### src/rtl/seg7_scan_serializer_if.sv
// rtl/seg7_scan_serializer_if.sv - capture inputs and chain/analyser outputs of the 7-seg scan serializer
interface seg7_scan_serializer_if;
  logic [31:0] value;
  logic [7:0]  dp;
  logic [7:0]  blank;
  logic        update;
  logic        sclk;
  logic        rclk;
  logic        serial_data;
  logic [15:0] line_data;
  logic [4:0]  s_counter;
  logic [2:0]  line_counter;

  // master: whoever supplies the value to display and watches the pins
  modport master (
    output value, dp, blank, update,
    input  sclk, rclk, serial_data, line_data, s_counter, line_counter
  );

  // slave: the serializer itself
  modport slave (
    input  value, dp, blank, update,
    output sclk, rclk, serial_data, line_data, s_counter, line_counter
  );
endinterface

### src/rtl/seg7_scan_serializer.sv
// rtl/seg7_scan_serializer.sv - scans 8 hex digits into a 74HC595-style chain (sclk/serial_data/rclk)
module seg7_scan_serializer #(
  parameter int HALF_PERIOD    = 256,
  parameter bit ACTIVE_LOW_SEG = 1'b1
) (
  input logic                   clk,
  input logic                   rst_n,
  seg7_scan_serializer_if.slave bus
);

  localparam int CW = $clog2(HALF_PERIOD);

  typedef enum logic [2:0] {
    ST_START,
    ST_SHIFT_LO,
    ST_SHIFT_HI,
    ST_LATCH_HI,
    ST_LATCH_LO
  } state_t;

  // {g,f,e,d,c,b,a} pattern for one hex nibble
  function automatic logic [6:0] hex7(input logic [3:0] h);
    logic [6:0] s;
    case (h)
      4'h0: s = 7'h3F;  4'h1: s = 7'h06;  4'h2: s = 7'h5B;  4'h3: s = 7'h4F;
      4'h4: s = 7'h66;  4'h5: s = 7'h6D;  4'h6: s = 7'h7D;  4'h7: s = 7'h07;
      4'h8: s = 7'h7F;  4'h9: s = 7'h6F;  4'hA: s = 7'h77;  4'hB: s = 7'h7C;
      4'hC: s = 7'h39;  4'hD: s = 7'h5E;  4'hE: s = 7'h79;  default: s = 7'h71;
    endcase
    return s;
  endfunction

  // Line word {seg, en}; polarity applies to seg only, the digit enable is always active-high
  function automatic logic [15:0] make_word(input logic [31:0] v, input logic [7:0] d,
                                            input logic [7:0] b, input logic [2:0] idx);
    logic [7:0] seg;
    logic [7:0] en;
    if (b[idx]) begin
      seg = 8'h00;
      en  = 8'h00;
    end else begin
      seg = {d[idx], hex7(v[idx*4 +: 4])};
      en  = 8'h01 << idx;
    end
    if (ACTIVE_LOW_SEG) seg = ~seg;
    return {seg, en};
  endfunction

  state_t        state_q, state_d;
  logic [CW-1:0] count_q, count_d;
  logic          sclk_q, sclk_d;
  logic          rclk_q, rclk_d;
  logic          serial_data_q, serial_data_d;
  logic [15:0]   line_data_q, line_data_d;
  logic [4:0]    s_counter_q, s_counter_d;
  logic [2:0]    line_counter_q, line_counter_d;
  logic [31:0]   act_value_q, act_value_d;
  logic [7:0]    act_dp_q, act_dp_d;
  logic [7:0]    act_blank_q, act_blank_d;
  logic [31:0]   pnd_value_q, pnd_value_d;
  logic [7:0]    pnd_dp_q, pnd_dp_d;
  logic [7:0]    pnd_blank_q, pnd_blank_d;
  logic          pend_q, pend_d;

  logic          tick;
  logic          load;
  logic [2:0]    load_idx;
  logic [3:0]    s_dec;
  logic [15:0]   word;

  // Next-state: prescaler, scan FSM and the pending/active capture pair
  always_comb begin
    state_d        = state_q;
    sclk_d         = sclk_q;
    rclk_d         = rclk_q;
    serial_data_d  = serial_data_q;
    line_data_d    = line_data_q;
    s_counter_d    = s_counter_q;
    line_counter_d = line_counter_q;
    act_value_d    = act_value_q;
    act_dp_d       = act_dp_q;
    act_blank_d    = act_blank_q;
    pnd_value_d    = pnd_value_q;
    pnd_dp_d       = pnd_dp_q;
    pnd_blank_d    = pnd_blank_q;
    pend_d         = pend_q;
    load           = 1'b0;
    load_idx       = 3'd0;
    s_dec          = s_counter_q[3:0] - 4'd1;
    word           = 16'h0000;

    tick    = (count_q == CW'(HALF_PERIOD - 1));
    count_d = tick ? '0 : count_q + CW'(1);

    if (tick) begin
      case (state_q)
        ST_START: begin
          load     = 1'b1;
          load_idx = 3'd0;
        end
        ST_SHIFT_LO: begin
          sclk_d  = 1'b1;
          state_d = ST_SHIFT_HI;
        end
        ST_SHIFT_HI: begin
          sclk_d = 1'b0;
          if (s_counter_q != 5'd0) begin
            s_counter_d   = {1'b0, s_dec};
            serial_data_d = line_data_q[s_dec];
            state_d       = ST_SHIFT_LO;
          end else begin
            rclk_d  = 1'b1;
            state_d = ST_LATCH_HI;
          end
        end
        ST_LATCH_HI: begin
          rclk_d  = 1'b0;
          state_d = ST_LATCH_LO;
        end
        ST_LATCH_LO: begin
          load     = 1'b1;
          load_idx = line_counter_q + 3'd1;
        end
        default: state_d = ST_START;
      endcase
    end

    if (bus.update) begin
      pnd_value_d = bus.value;
      pnd_dp_d    = bus.dp;
      pnd_blank_d = bus.blank;
      pend_d      = 1'b1;
    end

    // Active data only changes at the top of a frame so a frame never mixes two values
    if (load && load_idx == 3'd0) begin
      if (bus.update) begin
        act_value_d = bus.value;
        act_dp_d    = bus.dp;
        act_blank_d = bus.blank;
        pend_d      = 1'b0;
      end else if (pend_q) begin
        act_value_d = pnd_value_q;
        act_dp_d    = pnd_dp_q;
        act_blank_d = pnd_blank_q;
        pend_d      = 1'b0;
      end
    end

    if (load) begin
      word           = make_word(act_value_d, act_dp_d, act_blank_d, load_idx);
      line_data_d    = word;
      line_counter_d = load_idx;
      s_counter_d    = 5'd15;
      serial_data_d  = word[15];
      state_d        = ST_SHIFT_LO;
    end
  end

  // All state and pin registers; async reset drops the chain pins low at once
  always_ff @(posedge clk or negedge rst_n) begin
    if (!rst_n) begin
      state_q        <= ST_START;
      count_q        <= '0;
      sclk_q         <= 1'b0;
      rclk_q         <= 1'b0;
      serial_data_q  <= 1'b0;
      line_data_q    <= 16'h0000;
      s_counter_q    <= 5'd0;
      line_counter_q <= 3'd0;
      act_value_q    <= 32'h0;
      act_dp_q       <= 8'h00;
      act_blank_q    <= 8'hFF;
      pnd_value_q    <= 32'h0;
      pnd_dp_q       <= 8'h00;
      pnd_blank_q    <= 8'hFF;
      pend_q         <= 1'b0;
    end else begin
      state_q        <= state_d;
      count_q        <= count_d;
      sclk_q         <= sclk_d;
      rclk_q         <= rclk_d;
      serial_data_q  <= serial_data_d;
      line_data_q    <= line_data_d;
      s_counter_q    <= s_counter_d;
      line_counter_q <= line_counter_d;
      act_value_q    <= act_value_d;
      act_dp_q       <= act_dp_d;
      act_blank_q    <= act_blank_d;
      pnd_value_q    <= pnd_value_d;
      pnd_dp_q       <= pnd_dp_d;
      pnd_blank_q    <= pnd_blank_d;
      pend_q         <= pend_d;
    end
  end

  assign bus.sclk         = sclk_q;
  assign bus.rclk         = rclk_q;
  assign bus.serial_data  = serial_data_q;
  assign bus.line_data    = line_data_q;
  assign bus.s_counter    = s_counter_q;
  assign bus.line_counter = line_counter_q;

endmodule

### src/flat_wrapper.sv
// flat-port wrapper written by rule: the top's interface ports become plain ports
module seg7_scan_serializer_flat 
#(
  parameter int HALF_PERIOD    = 256,
  parameter bit ACTIVE_LOW_SEG = 1'b1
)
  (clk, rst_n, bus_value, bus_dp, bus_blank, bus_update, bus_sclk, bus_rclk, bus_serial_data, bus_line_data, bus_s_counter, bus_line_counter);
  seg7_scan_serializer_if bus_i ();
  input logic clk;
  input logic rst_n;
  input wire logic [$bits(bus_i.value)-1:0] bus_value;
  input wire logic [$bits(bus_i.dp)-1:0] bus_dp;
  input wire logic [$bits(bus_i.blank)-1:0] bus_blank;
  input wire logic [$bits(bus_i.update)-1:0] bus_update;
  output wire logic [$bits(bus_i.sclk)-1:0] bus_sclk;
  output wire logic [$bits(bus_i.rclk)-1:0] bus_rclk;
  output wire logic [$bits(bus_i.serial_data)-1:0] bus_serial_data;
  output wire logic [$bits(bus_i.line_data)-1:0] bus_line_data;
  output wire logic [$bits(bus_i.s_counter)-1:0] bus_s_counter;
  output wire logic [$bits(bus_i.line_counter)-1:0] bus_line_counter;
  assign bus_i.value = bus_value;
  assign bus_i.dp = bus_dp;
  assign bus_i.blank = bus_blank;
  assign bus_i.update = bus_update;
  assign bus_sclk = bus_i.sclk;
  assign bus_rclk = bus_i.rclk;
  assign bus_serial_data = bus_i.serial_data;
  assign bus_line_data = bus_i.line_data;
  assign bus_s_counter = bus_i.s_counter;
  assign bus_line_counter = bus_i.line_counter;
  seg7_scan_serializer #(.HALF_PERIOD(HALF_PERIOD), .ACTIVE_LOW_SEG(ACTIVE_LOW_SEG)) u_core (.clk(clk), .rst_n(rst_n), .bus(bus_i));
endmodule
### config.mk
export PLATFORM = sky130hd
export DESIGN_NAME = seg7_scan_serializer_flat
export DESIGN_NICKNAME = d
export VERILOG_FILES = /design/src/rtl/seg7_scan_serializer_if.sv /design/src/rtl/seg7_scan_serializer.sv /design/src/flat_wrapper.sv
export SDC_FILE = /design/constraint.sdc
export NUM_CORES = 1
export LEC_CHECK = 0
export ABC_CLOCK_PERIOD_IN_PS = 8200
export CAP_MARGIN = 40
export CORE_ASPECT_RATIO = 1.75
export CORE_MARGIN = 2
export CORE_UTILIZATION = 30
export DETAILED_ROUTE_END_ITERATION = 8
export GPL_TIMING_DRIVEN = 0
export SLEW_MARGIN = 20
export SYNTH_ARGS = -nofsm -noshare
export SYNTH_HDL_FRONTEND = slang
export SYNTH_SLANG_ARGS = --single-unit
export TNS_END_PERCENT = 30
### constraint.sdc
create_clock -name clk -period 8.2 [get_ports clk]
set_clock_uncertainty 0.2 [all_clocks]
set_input_delay 1.23 -clock clk [delete_from_list [all_inputs] [get_ports clk]]
set_output_delay 1.23 -clock clk [all_outputs]
set_load 0.05 [all_outputs]
* Word-level counts from Yosys, hierarchy flattened
Memories as Yosys holds them, arrays and structs flattened. Index checks and enable logic that the tools add are counted.
Cells by class: add/sub/neg operators 3, reductions and logical operators 14, magnitude comparators 2, muxes and demuxes 42, bitwise logic cells 1, shift-type cells 2, eq/ne operators 7
Operator list (count):
- $mux 32 | 3
- $mux 8 | 10
- $shiftx 32x6->4 | 1
- $mux 5 | 4
- $mux 1 | 14
- $mux 3 | 4
- $pmux 3 s4 | 1
- $reduce_bool 2->1 | 5
- $add 8x1->8 const B | 1
- $eq 8x8->1 const B | 1
- $not 8->8 | 1
- $shl 1x3->8 const A | 1
- $bmux 1 s3 | 2
- $eq 3x2->1 const B | 2
- $logic_not 3->1 | 2
- $reduce_and 3->1 | 2
- $lt 4x5->1 const B | 1
- $reduce_bool 5->1 | 1
- $bmux 1 s4 | 1
- $lt 3x4->1 const B | 1
- $pmux 1 s2 | 2
- $reduce_and 2->1 | 2
- $sub 4x1->4 const B | 1
- $add 3x1->3 const B | 1
- other kinds (7) | 7
Word-level totals: register bits after elaboration 135, logic and storage cells 87, memory bits (read-only) 112, memories kept 1, output and inout port bits 27, input bits 51
Memory list:
- (no name shown) | depth 16, width 7, rd ports 1, clocked after memory_dff 0, wr ports 0, line seg7_scan_serializer.sv:24 | case (h)

* Depth between registers and ports, before layout
depth after elaboration 12, depth in mapped cells 17, gate-level depth less buffers 14

* Worst setup path after synthesis
No wires, ideal clock.
kind input to register, start point input bus_update, end point register u_core.line_data_q[14], in the netlist u_core.bus.line_data[14], arrival time 4.012 ns, path slack 3.863 ns, setup time 0.126 ns, path buffers 3, data required time 7.874 ns, stages 13, path through buf_1 buf_1 clkbuf_1 mux2i_1 a21oi_1 a22oi_1 nand3_1 o21ai_0 inv_1 ha_1 mux2_2 a221oi_1 nor2_1
On the way: word-level cells in the longest chain between the ends 7, elaborated cells between the ends (all ways) 11, classes of those cells shift (1); mux (8); bitwise (1); memory (1)
Ends and longest elaborated chain:
- start, declared | line flat_wrapper.sv:14 | input wire logic [$bits(bus_i.update)-1:0] bus_update;
- $mux 32 | line seg7_scan_serializer.sv:137 | if (bus.update) begin
- $mux 32 | line seg7_scan_serializer.sv:136 | if (load && load_idx == 3'd0) begin
- named net u_core.act_value_d[0] | line seg7_scan_serializer.sv:57 | logic [31:0] act_value_q, act_value_d;
- $shiftx 32x6->4 | line seg7_scan_serializer.sv:42 | seg = {d[idx], hex7(v[idx*4 +: 4])};
- $mem_v2 16x7
- $mux 8 | line seg7_scan_serializer.sv:38 | if (b[idx]) begin
- $mux 8 | line seg7_scan_serializer.sv:150 | if (load) begin
- $not 8->8 | line seg7_scan_serializer.sv:45 | if (ACTIVE_LOW_SEG) seg = ~seg;
- end signal, assigned | line seg7_scan_serializer.sv:184 | line_data_q <= line_data_d;
- end, declared | line seg7_scan_serializer.sv:54 | logic [15:0] line_data_q, line_data_d;
The timed path passes the listed nets, and every way through them passes these cells. The select of a mux whose other input is x is not followed. A chain may end at the register's enable or synchronous reset.

* Worst setup path in the final report
start point input bus_update, end point register u_core.line_data_q[8], in the netlist u_core.bus.line_data[8]
The elaborated chain is that of the path after synthesis.

==> flow_summary.json <==
{
  "fp.dieArea_sq_um": 23500,
  "drt-wirelength-per-cell_um": 18.3,
  "tightest_slew_ns": 0.795,
  "rsz0062_at_grt": "no",
  "clk_path_buf_depth": 2,
  "period_share": 0.713,
  "layout.nets": 789,
  "fillers": 2208,
  "cts_num_sinks": 134,
  "area_delta_synth_final_pct": 27.9,
  "tns_ns": 0,
  "p_total_mw": 1.66,
  "vias": 5329,
  "yosysUniqueCellTypes": 66,
  "netlist_instances": 626,
  "p_switching_mw": 0.355,
  "row_count": 72,
  "antenna_found_initial": 0,
  "drive_gt1_frac": 0.184,
  "highest_layer": "met4",
  "crit_arrival_ns": 5.93,
  "slew_viol_final": 0,
  "p_sw_frac": 0.214,
  "grt_pass1_vias": 5484,
  "clk_pin_slew_worst_paths_ns": 0.06,
  "status": "finished clean",
  "final-hold-violation-count": 0,
  "slew-limit-headroom": 0.470,
  "synthTopCellsByCount": "118 x dfrtp_1, 57 x mux2_2, 52 x nand2_1, 40 x a21oi_1, 39 x o21ai_0",
  "dp_hpwl_mm": 14.3,
  "htree_levels": 4,
  "vdd_drop_max_mv": 0.132,
  "yosys.area.top_type_share": 0.442,
  "cp_data_required_time_ns": 8.28,
  "io_pins": 78,
  "p_per_area_nw_per_um2": 194,
  "numPortBuffers": 76,
  "grt.total_usage": 0.169,
  "gp_congestion": 0.909,
  "antenna_left": 0,
  "holdPathStages": 2,
  "regArea_sq_um": 3370,
  "wl_met1_mm": 7.28,
  "crit_fanout": 10,
  "dieWidth_um": 117,
  "wl_met3_um": 850,
  "drt_first_pass_iters": 6,
  "max_freq_mhz": 171,
  "initial_core_util": 0.304,
  "pwr-share-clk": 0.519,
  "clockRootBuffer": "clkbuf_16",
  "power.leakage_nw": 3.54,
  "end_kind": "flip-flop",
  "grt_pass1_wl_mm": 29.9,
  "yosysWarnings": 0,
  "yosysTopAreaCell": "dfrtp_1",
  "min_path_type": "flip-flop to flip-flop",
  "multiInputGateArea_sq_um": 3020,
  "fin_crit_ns": 5.85,
  "postCtsSetupBuffers": 0,
  "wirelength_mm": 18.9,
  "max-cap-violations": 0,
  "cts_made_buffers": 17,
  "synth-seq-area-share": 0.505,
  "n_antenna_cell": 0,
  "r2r_start": "u_core.bus.line_counter[0]",
  "overflow": 0,
  "setup_viol": 0,
  "avgSynthCellArea_sq_um": 10.7,
  "yosysMostFrequentCell": "dfrtp_1",
  "clk-insertion-delay-late_ns": 0.42,
  "via_per_inst": 5.14,
  "p_seq_frac": 0.423,
  "synth_edf_count": 0,
  "combPwrFrac": 0.058,
  "drc": 0,
  "crit_type": "primary input to flip-flop",
  "grt_max_degree": 83,
  "syn_nets": 687,
  "ys_seq_elements": 134,
  "startpoint": "bus_update",
  "yosys-top-cells-area": "dfrtp_1 44%, mux2_2 9.6%, dfstp_2 6.3%, a21oi_1 3.0%, o21ai_0 2.9%",
  "hold_buffers": 0,
  "first_iter_violations": 421,
  "syn_area_sq_um": 6680,
  "r2r_cells": 14,
  "cts_resized": 0,
  "start_kind": "primary input",
  "endpoint": "u_core.bus.line_data[8]",
  "wl_met2_mm": 9.70,
  "synthArstFlopShare": 1.00,
  "core_region_area_sq_um": 22000,
  "p_int_mw": 1.30,
  "rrSetupSlack_ns": 3.40,
  "reg2reg_to": "u_core.bus.line_data[8]",
  "cts_tree": "built",
  "die_y_um": 201,
  "ys.flop_type": "dfrtp_1"
}
==> final cells by class <==
| class | instances | area share |
|---|---|---|
| Clock inverter | 12 | 0.0232 |
| Clock buffer | 20 | 0.0547 |
| Buffer | 43 | 0.0234 |
| Inverter | 22 | 0.00967 |
| Tap cell | 296 | 0.0434 |
| Multi-Input combinational cell | 427 | 0.354 |
| Sequential cell | 134 | 0.395 |
| Timing Repair Buffer | 83 | 0.0967 |
==> critical path, cell delays in order <==
cell and delay, ns:
clkdlybuf4s50_1 0.60, buf_1 0.62, buf_1 0.67, clkbuf_1 0.67
mux2i_1 0.31, a21oi_1 0.11, a22oi_1 0.19, nand3_1 0.13
o21ai_0 0.26, inv_1 0.17, ha_1 0.26, inv_1 0.10
nor2_1 0.06, a2111oi_0 0.45, a211oi_1 0.08
==> how the worst min path moves through the flow <==
| stage | start | slack (ns) | end |
|---|---|---|---|
| floorplan | u_core.act_dp_q[0] | 0.24 | u_core.act_dp_q[0] |
| global placement | u_core.act_dp_q[0] | 0.26 | u_core.act_dp_q[0] |
| detailed placement | u_core.act_blank_q[0] | 0.26 | u_core.act_blank_q[0] |
| CTS | u_core.act_blank_q[0] | 0.27 | u_core.act_blank_q[0] |
| global route | u_core.pnd_value_q[28] | 0.30 | u_core.pnd_value_q[28] |
| finish | u_core.act_blank_q[0] | 0.28 | u_core.act_blank_q[0] |
==> through the flow <==
stage               instances  hold WS, ns   util  cell area, sq um  setup WS (ns)
floorplan                 626        0.240      -              6680           3.86
global placement          998        0.258  0.355              7810          0.195
detailed placement       1004        0.263  0.358              7870           1.93
CTS                      1036        0.272  0.388              8530           2.37
global route             1037        0.303  0.388              8540           1.92
finish                   1037        0.276  0.388              8540           2.35
==> cell usage in the layout (no fill, tap or decap), types with 5 or more instances in the layout <==
cell type and instances:
clkbuf_16 17, ha_1 10, a21oi_1 40, o22a_1 6
nor3_1 16, nand2_1 52, buf_2 9, dfstp_2 16
mux2i_1 19, mux2_2 57, a22oi_1 9, nor2b_1 11
nor2_1 37, nand3_1 13, inv_1 22, xor2_1 5
clkdlybuf4s50_1 75, nor4_1 5, clkbuf_1 29, o41ai_1 5
a211oi_1 6, dfrtp_1 118, a31oi_1 14, o21ai_0 39
bufinv_16 5
==> kinds of logic after synthesis <==
logic type / count (synthesis) / share of synthesized area
other: 1 / 0.000562
and+or+nand+nor: 165 / 0.123
AOI/OAI and AO/OA: 161 / 0.158
buffers and inverters: 65 / 0.0423
adders and majority gates: 10 / 0.0187
DFF: 134 / 0.505
xor gates and xnor gates: 9 / 0.0118
muxes: 81 / 0.140
==> layer usage <==
| layer | track usage | vias to the layer above |
|---|---|---|
| li1 | - | 2478 |
| met1 | 0.194 | 2588 |
| met2 | 0.285 | 196 |
| met3 | 0.0238 | 67 |
| met4 | 0.113 | 0 |
| met5 | 0 | - |
==> power by group through the flow <==
stage	Sequential, mW	Clock (mW)	Combinational (mW)
final	0.702	0.861	0.0964
after floorplan	0.710	0	0.0422
after CTS	0.702	0.874	0.0984
after global placement	0.713	0	0.0947
after detailed placement	0.713	0	0.0979
after global routing	0.705	0.898	0.106
==> registers in the layout, indices dropped and copies added (netlist names) <==
register	count
u_core.count_q	8
u_core.pend_q	1
u_core.act_dp_q	8
u_core.bus.rclk	1
u_core.pnd_blank_q	8
u_core.bus.serial_data	1
u_core.pnd_dp_q	8
u_core.act_value_q	32
u_core.bus.line_data	16
u_core.bus.s_counter	4
u_core.bus.line_counter	3
u_core.act_blank_q	8
u_core.pnd_value_q	32
u_core.bus.sclk	1
u_core.state_q	3
Power figures use the tool's default switching activity.
